[src/rtl/stepper_if.sv]
// stepper_if: control/status bundle between the move controller and the stepper driver
interface stepper_if #(
  parameter int DIV_W = 16,
  parameter int CNT_W = 16,
  parameter int POS_W = 24
);
  logic             start;
  logic             abort;
  logic             direction;
  logic             half_step;
  logic [CNT_W-1:0] step_count;
  logic [DIV_W-1:0] period;
  logic [3:0]       coil;
  logic             busy;
  logic             done;
  logic [POS_W-1:0] position;
  modport master (
    output start, abort, direction, half_step, step_count, period,
    input  coil, busy, done, position
  );
  modport slave (
    input  start, abort, direction, half_step, step_count, period,
    output coil, busy, done, position
  );
endinterface

[src/rtl/stepper_motor_ctrl.sv]
// stepper_motor_ctrl: 4-coil unipolar stepper sequencer with move length, period and position tracking.
// HOLD_TORQUE_EN keeps the coils energised on the current phase while idle.
module stepper_motor_ctrl #(
  parameter int DIV_W = 16,
  parameter int CNT_W = 16,
  parameter int POS_W = 24
) (
  input  logic clk_in,
  input  logic reset,
  stepper_if.slave bus
);
  typedef enum logic [1:0] {IDLE, RUN, DONE} state_t;
  localparam logic [3:0] PHASES [8] = '{4'b1000, 4'b1100, 4'b0100, 4'b0110,
                                        4'b0010, 4'b0011, 4'b0001, 4'b1001};
  state_t state, state_nx;
  logic [DIV_W-1:0] per_q, tick;
  logic [CNT_W-1:0] cnt_q, steps;
  logic dir_q, half_q, step;
  logic [2:0] idx, inc;
  logic [POS_W-1:0] pos, delta;
  logic [3:0] coil_q;
  assign step  = state == RUN && !bus.abort && tick == per_q - DIV_W'(1);
  assign inc   = half_q ? 3'd1 : 3'd2;
  assign delta = half_q ? POS_W'(1) : POS_W'(2);
  always_comb begin
    state_nx = state == DONE ? IDLE
             : state == IDLE ? (bus.start ? (bus.step_count == '0 ? DONE : RUN) : IDLE)
             : (bus.abort || (step && steps + CNT_W'(1) == cnt_q)) ? DONE : RUN;
  end
  always_ff @(posedge clk_in) begin
    if (reset) begin
      state  <= IDLE;
      idx    <= '0;
      pos    <= '0;
      tick   <= '0;
      steps  <= '0;
      per_q  <= DIV_W'(1);
      cnt_q  <= '0;
      dir_q  <= 1'b0;
      half_q <= 1'b0;
`ifdef HOLD_TORQUE_EN
      coil_q <= 4'b1000;
`else
      coil_q <= 4'b0000;
`endif
    end else begin
      state <= state_nx;
      if (state == IDLE && bus.start) begin
        dir_q  <= bus.direction;
        half_q <= bus.half_step;
        cnt_q  <= bus.step_count;
        per_q  <= bus.period == '0 ? DIV_W'(1) : bus.period;
        tick   <= '0;
        steps  <= '0;
      end else if (step) begin
        idx   <= dir_q ? idx + inc : idx - inc;
        pos   <= dir_q ? pos + delta : pos - delta;
        steps <= steps + CNT_W'(1);
        tick  <= '0;
      end else if (state == RUN) begin
        tick <= tick + DIV_W'(1);
      end
`ifdef HOLD_TORQUE_EN
      coil_q <= PHASES[idx];
`else
      // the DONE cycle after a real move still shows the final phase before de-energising
      coil_q <= (state == RUN || (state == DONE && cnt_q != '0)) ? PHASES[idx] : 4'b0000;
`endif
    end
  end
  assign bus.coil     = coil_q;
  assign bus.busy     = state == RUN;
  assign bus.done     = state == DONE;
  assign bus.position = pos;
endmodule

[src/flat_wrapper.sv]
// flat-port wrapper written by rule: the top's interface ports become plain ports
module stepper_motor_ctrl_flat 
#(
  parameter int DIV_W = 16,
  parameter int CNT_W = 16,
  parameter int POS_W = 24
)
  (clk_in, reset, bus_start, bus_abort, bus_direction, bus_half_step, bus_step_count, bus_period, bus_coil, bus_busy, bus_done, bus_position);
  stepper_if #(.DIV_W(DIV_W), .CNT_W(CNT_W), .POS_W(POS_W)) bus_i ();
  input  logic clk_in;
  input  logic reset;
  input wire logic [$bits(bus_i.start)-1:0] bus_start;
  input wire logic [$bits(bus_i.abort)-1:0] bus_abort;
  input wire logic [$bits(bus_i.direction)-1:0] bus_direction;
  input wire logic [$bits(bus_i.half_step)-1:0] bus_half_step;
  input wire logic [$bits(bus_i.step_count)-1:0] bus_step_count;
  input wire logic [$bits(bus_i.period)-1:0] bus_period;
  output wire logic [$bits(bus_i.coil)-1:0] bus_coil;
  output wire logic [$bits(bus_i.busy)-1:0] bus_busy;
  output wire logic [$bits(bus_i.done)-1:0] bus_done;
  output wire logic [$bits(bus_i.position)-1:0] bus_position;
  assign bus_i.start = bus_start;
  assign bus_i.abort = bus_abort;
  assign bus_i.direction = bus_direction;
  assign bus_i.half_step = bus_half_step;
  assign bus_i.step_count = bus_step_count;
  assign bus_i.period = bus_period;
  assign bus_coil = bus_i.coil;
  assign bus_busy = bus_i.busy;
  assign bus_done = bus_i.done;
  assign bus_position = bus_i.position;
  stepper_motor_ctrl #(.DIV_W(DIV_W), .CNT_W(CNT_W), .POS_W(POS_W)) u_core (.clk_in(clk_in), .reset(reset), .bus(bus_i));
endmodule
[config.mk]
export PLATFORM = sky130hd
export DESIGN_NAME = stepper_motor_ctrl_flat
export DESIGN_NICKNAME = d
export VERILOG_FILES = /design/src/rtl/stepper_if.sv /design/src/rtl/stepper_motor_ctrl.sv /design/src/flat_wrapper.sv
export SDC_FILE = /design/constraint.sdc
export NUM_CORES = 1
export LEC_CHECK = 0
export BUFFER_PORTS_ARGS = -buffer_cell sky130_fd_sc_hd__buf_2
export CAP_MARGIN = 10
export CORE_ASPECT_RATIO = 1.25
export CORE_MARGIN = 1
export CORE_UTILIZATION = 39
export DETAILED_ROUTE_END_ITERATION = 10
export GPL_ROUTABILITY_DRIVEN = 0
export PLACE_DENSITY = 0.6
export RECOVER_POWER = 50
export SLEW_MARGIN = 25
export SYNTH_ARGS = -nofsm -noshare
export SYNTH_HDL_FRONTEND = slang
export SYNTH_SLANG_ARGS = --single-unit
[constraint.sdc]
create_clock -name clk_in -period 8.55 [get_ports clk_in]
set_clock_uncertainty 0.1 [all_clocks]
set_input_delay 0.855 -clock clk_in [delete_from_list [all_inputs] [get_ports clk_in]]
set_output_delay 0.855 -clock clk_in [all_outputs]
set_load 0.03 [all_outputs]
==> impl_metrics.xml <==
<?xml version="1.0" encoding="UTF-8"?>
<metrics>
  <group name="timing">
    <metric name="timing.final.hold_violations" unit="">0</metric>
    <metric name="fmax" unit="GHz">0.259</metric>
    <metric name="slew_violations" unit="">51</metric>
    <metric name="fin_hold_ws" unit="ns">0.397</metric>
    <metric name="min_period_over_period" unit="">0.451</metric>
    <metric name="layout_min_cycle_time" unit="ns">3.86</metric>
    <metric name="report.final.setup_viol" unit="">0</metric>
    <metric name="setup_tns" unit="ns">0</metric>
    <metric name="worst_pin_slew" unit="ns">1.73</metric>
    <metric name="final.setup.worst_slack" unit="ns">4.69</metric>
    <metric name="rsz0062_at_grt" unit="">no</metric>
    <metric name="maxSlewHeadroom" unit="">-0.162</metric>
  </group>
  <group name="drt">
    <metric name="drc" unit="">0</metric>
    <metric name="firstDrtPassIters" unit="">6</metric>
    <metric name="routed-via-count" unit="">5801</metric>
    <metric name="drt-total-wl" unit="µm">15900</metric>
    <metric name="avgViaCountPerCell" unit="">5.69</metric>
    <metric name="routed_wire_length_per_instance" unit="µm">15.6</metric>
    <metric name="drt_iter0_markers" unit="">456</metric>
    <metric name="ant_nets" unit="">0</metric>
  </group>
  <group name="layout">
    <metric name="total_area_of_sequential_cells" unit="µm²">1980</metric>
    <metric name="fillCellCount" unit="">1651</metric>
    <metric name="area_growth" unit="%">11.9</metric>
    <metric name="post_route_cells_drive_above_1_share" unit="">0.106</metric>
    <metric name="instances_no_fill" unit="">1020</metric>
    <metric name="total_area_of_multi_input_combinational_cells" unit="µm²">4060</metric>
    <metric name="num-nets-final" unit="">871</metric>
    <metric name="antenna_cells_inserted" unit="">0</metric>
  </group>
  <group name="clocking">
    <metric name="numClockSinks" unit="">99</metric>
    <metric name="cts_tree" unit="">built</metric>
    <metric name="postCtsHoldBufs" unit="">0</metric>
    <metric name="clock_latency" unit="ns">0.35</metric>
    <metric name="cts_resized" unit="">0</metric>
    <metric name="cts_inserted_buffers" unit="">9</metric>
    <metric name="root_buffer" unit="">clkbuf_16</metric>
    <metric name="number_of_levels_in_the_clock_h_tree" unit="">3</metric>
    <metric name="ctsLongestPathBuffers" unit="">2</metric>
    <metric name="clkTransAtPathRegs" unit="ns">0.07</metric>
    <metric name="postCtsSetupBuffers" unit="">0</metric>
  </group>
  <group name="placed_design">
    <metric name="io_buffer_count" unit="">67</metric>
    <metric name="preCtsSetupSlack" unit="ns">4.99</metric>
    <metric name="place_hpwl" unit="µm">11500</metric>
    <metric name="post-place-cells" unit="">1005</metric>
  </group>
  <group name="global_routing">
    <metric name="grt_remaining_overflow" unit="">0</metric>
    <metric name="pin_count_of_the_biggest_net_entering_global_routing" unit="">41</metric>
    <metric name="grt_usage" unit="">0.203</metric>
    <metric name="grt_first_pass_wirelength" unit="µm">26500</metric>
    <metric name="grt_antenna_before_repair" unit="">0</metric>
    <metric name="first_global_vias" unit="">5263</metric>
  </group>
  <group name="synthesis">
    <metric name="synth-warning-count" unit="">0</metric>
    <metric name="netlist_instances" unit="">765</metric>
    <metric name="async_reset_ff_frac" unit="">0</metric>
    <metric name="synth_nets" unit="">832</metric>
    <metric name="synth_enable_flop_cells" unit="">0</metric>
    <metric name="unique_cell_type_count_in_the_yosys_netlist" unit="">65</metric>
    <metric name="ys_dominant_reg_cell" unit="">dfxtp_1</metric>
    <metric name="yosys_register_bits" unit="">99</metric>
    <metric name="post_synth_instance_area" unit="µm²">6280</metric>
    <metric name="syn_area_per_cell" unit="µm²">8.22</metric>
    <metric name="seq_area_frac_synth" unit="">0.315</metric>
  </group>
  <group name="setup_path">
    <metric name="critPathLaunch" unit="">reset</metric>
    <metric name="crit-reg2reg-launch" unit="">u_core.per_q[0]$_SDFFE_PP1P_</metric>
    <metric name="rrSetupSlack" unit="ns">4.94</metric>
    <metric name="worstSetupEndpointType" unit="">register</metric>
    <metric name="r2r_cells" unit="">10</metric>
    <metric name="critical_path.endpoint" unit="">u_core.state[0]$_SDFF_PP0_</metric>
    <metric name="worstPathRequired" unit="ns">8.75</metric>
    <metric name="timing_worst_setup_path_type" unit="">primary input to register</metric>
    <metric name="worst_r2r_endpoint" unit="">u_core.state[1]$_SDFF_PP0_</metric>
    <metric name="largest_fanout_on_the_critical_path" unit="">31</metric>
    <metric name="critPathLaunchType" unit="">primary input</metric>
    <metric name="cp_data_arrival_time" unit="ns">4.06</metric>
  </group>
  <group name="floorplan">
    <metric name="core_region_area" unit="µm²">15700</metric>
    <metric name="num_rows" unit="">51</metric>
    <metric name="chipHeight" unit="µm">144</metric>
    <metric name="pin_count" unit="">68</metric>
    <metric name="floorplan.die_area" unit="µm²">16600</metric>
    <metric name="fp.dieW" unit="µm">116</metric>
    <metric name="start_util" unit="">0.400</metric>
  </group>
  <group name="flow_run">
    <metric name="drv_cap" unit="">2</metric>
  </group>
  <group name="power">
    <metric name="ir_drop" unit="mV">0.103</metric>
    <metric name="design_power_total" unit="µW">1170</metric>
    <metric name="static-leakage-power" unit="µW">0.00255</metric>
    <metric name="power.density_cell_area" unit="nW/µm²">166</metric>
  </group>
  <group name="run_status">
    <metric name="run_status" unit="">complete, but fails checks</metric>
    <metric name="violations" unit="">capacitance limit, slew limit</metric>
  </group>
  <group name="hold_path">
    <metric name="class_of_the_worst_hold_path" unit="">register to register</metric>
  </group>
</metrics>
## where the power goes
group / switching [µW] / internal (µW) / leakage [µW]
logic: 147 / 87.8 / 0.00160
registers: 20.8 / 477 / 0.000803
clock network: 178 / 256 / 0.000146
total: 346 / 820 / 0.00255
## through the flow
stage                     area [µm²]   util
after floorplan                 6280      -
after global placement          6770  0.431
after detailed placement        6770  0.431
after CTS                       7080  0.451
after global routing            7040  0.448
final                           7040  0.448
## state kept, by name, summed over array words and instances, names as in the netlist
name and count:
u_core.bus.position 24, u_core.steps 16, u_core.state 2, u_core.per_q 16
u_core.bus.coil 4, u_core.half_q 1, u_core.tick 16, u_core.cnt_q 16
u_core.dir_q 1, u_core.idx 3
## layout by cell type, fill, tap and decap left out, types with 17 or more instances in the layout
| cell | netlist | final |
|---|---|---|
| nand3_1 | 41 | 41 |
| dfxtp_1 | 99 | 99 |
| nand4_1 | 20 | 20 |
| nor2_1 | 27 | 26 |
| o21ai_0 | 51 | 50 |
| nor4_1 | 23 | 23 |
| nor3_1 | 45 | 45 |
| clkbuf_1 | 35 | 33 |
| ha_1 | 27 | 27 |
| xor2_1 | 22 | 22 |
| buf_2 | 10 | 37 |
| a22o_1 | 30 | 30 |
| inv_1 | 17 | 17 |
| xnor2_1 | 45 | 45 |
| a21oi_1 | 53 | 53 |
| nand2_1 | 56 | 56 |
## layer usage
layer	GRT usage	wire length, µm	share of wire	vias up
li1	-	-	-	2941
met1	0.268	7750	0.49	2727
met2	0.338	7370	0.46	119
met5	0	0	0	-
met3	0.0219	542	0.034	14
met4	0.0745	236	0.015	0
## synthesized netlist by cell type, drive strengths merged, types with 5 or more instances
library cell | number | area (µm²)
mux2i | 16 | 160
or3 | 8 | 50.1
xnor2 | 45 | 394
a211o | 6 | 52.6
xor2 | 22 | 193
and3 | 6 | 37.5
nor2 | 28 | 108
nand3 | 41 | 205
nor2b | 7 | 43.8
nor3 | 45 | 225
a21oi | 53 | 265
a31oi | 6 | 37.5
a22o | 30 | 263
clkbuf | 35 | 131
o211ai | 6 | 45.0
ha | 27 | 338
or2 | 15 | 93.8
a2111oi | 5 | 43.8
nand2b | 8 | 50.1
a21o | 8 | 60.1
nand4 | 20 | 125
o21ai | 51 | 255
dfxtp | 99 | 1980
nor4 | 26 | 199
inv | 17 | 63.8
nand2 | 56 | 210
buf | 12 | 65.1
## cell families after synthesis
group                    count (synthesis)  share of synthesized area
XOR/XNOR                                67                     0.0934
multiplexers                            19                     0.0309
AND/OR/NAND/NOR                        275                      0.233
buffers and inverters                   64                     0.0414
flip-flops                              99                      0.315
AO/OA/AOI/OAI                          212                      0.226
adder cells (fa/ha/maj)                 29                     0.0601
## critical path, stage by stage
cell and delay, ns:
clkbuf_1 0.59, nor3_1 1.59, clkbuf_1 0.70, and2_1 0.23, a41o_1 0.09
## worst min-delay path by stage
stage                                   startpoint                                  end  slack, ns  cells past startpoint
2_1_floorplan        u_core.steps[15]$_SDFFE_PP0P_        u_core.steps[15]$_SDFFE_PP0P_       0.36                      2
3_3_place_gp         u_core.steps[15]$_SDFFE_PP0P_        u_core.steps[15]$_SDFFE_PP0P_       0.37                      2
3_5_place_dp         u_core.steps[15]$_SDFFE_PP0P_        u_core.steps[15]$_SDFFE_PP0P_       0.38                      2
4_1_cts              u_core.steps[15]$_SDFFE_PP0P_        u_core.steps[15]$_SDFFE_PP0P_       0.39                      2
5_1_grt        u_core.bus.position[5]$_SDFFE_PP0P_  u_core.bus.position[5]$_SDFFE_PP0P_       0.42                      2
6_report       u_core.bus.position[5]$_SDFFE_PP0P_  u_core.bus.position[5]$_SDFFE_PP0P_       0.40                      2
## cell type report
cell class | instances | share of cell area
clock buffer | 11 | 0.0331
multi-input combinational | 602 | 0.577
timing repair buffer | 75 | 0.0503
sequential | 99 | 0.282
inverter | 17 | 0.00907
tap | 212 | 0.0377
clock inverter | 4 | 0.0108
Power figures use the tool's default switching activity.
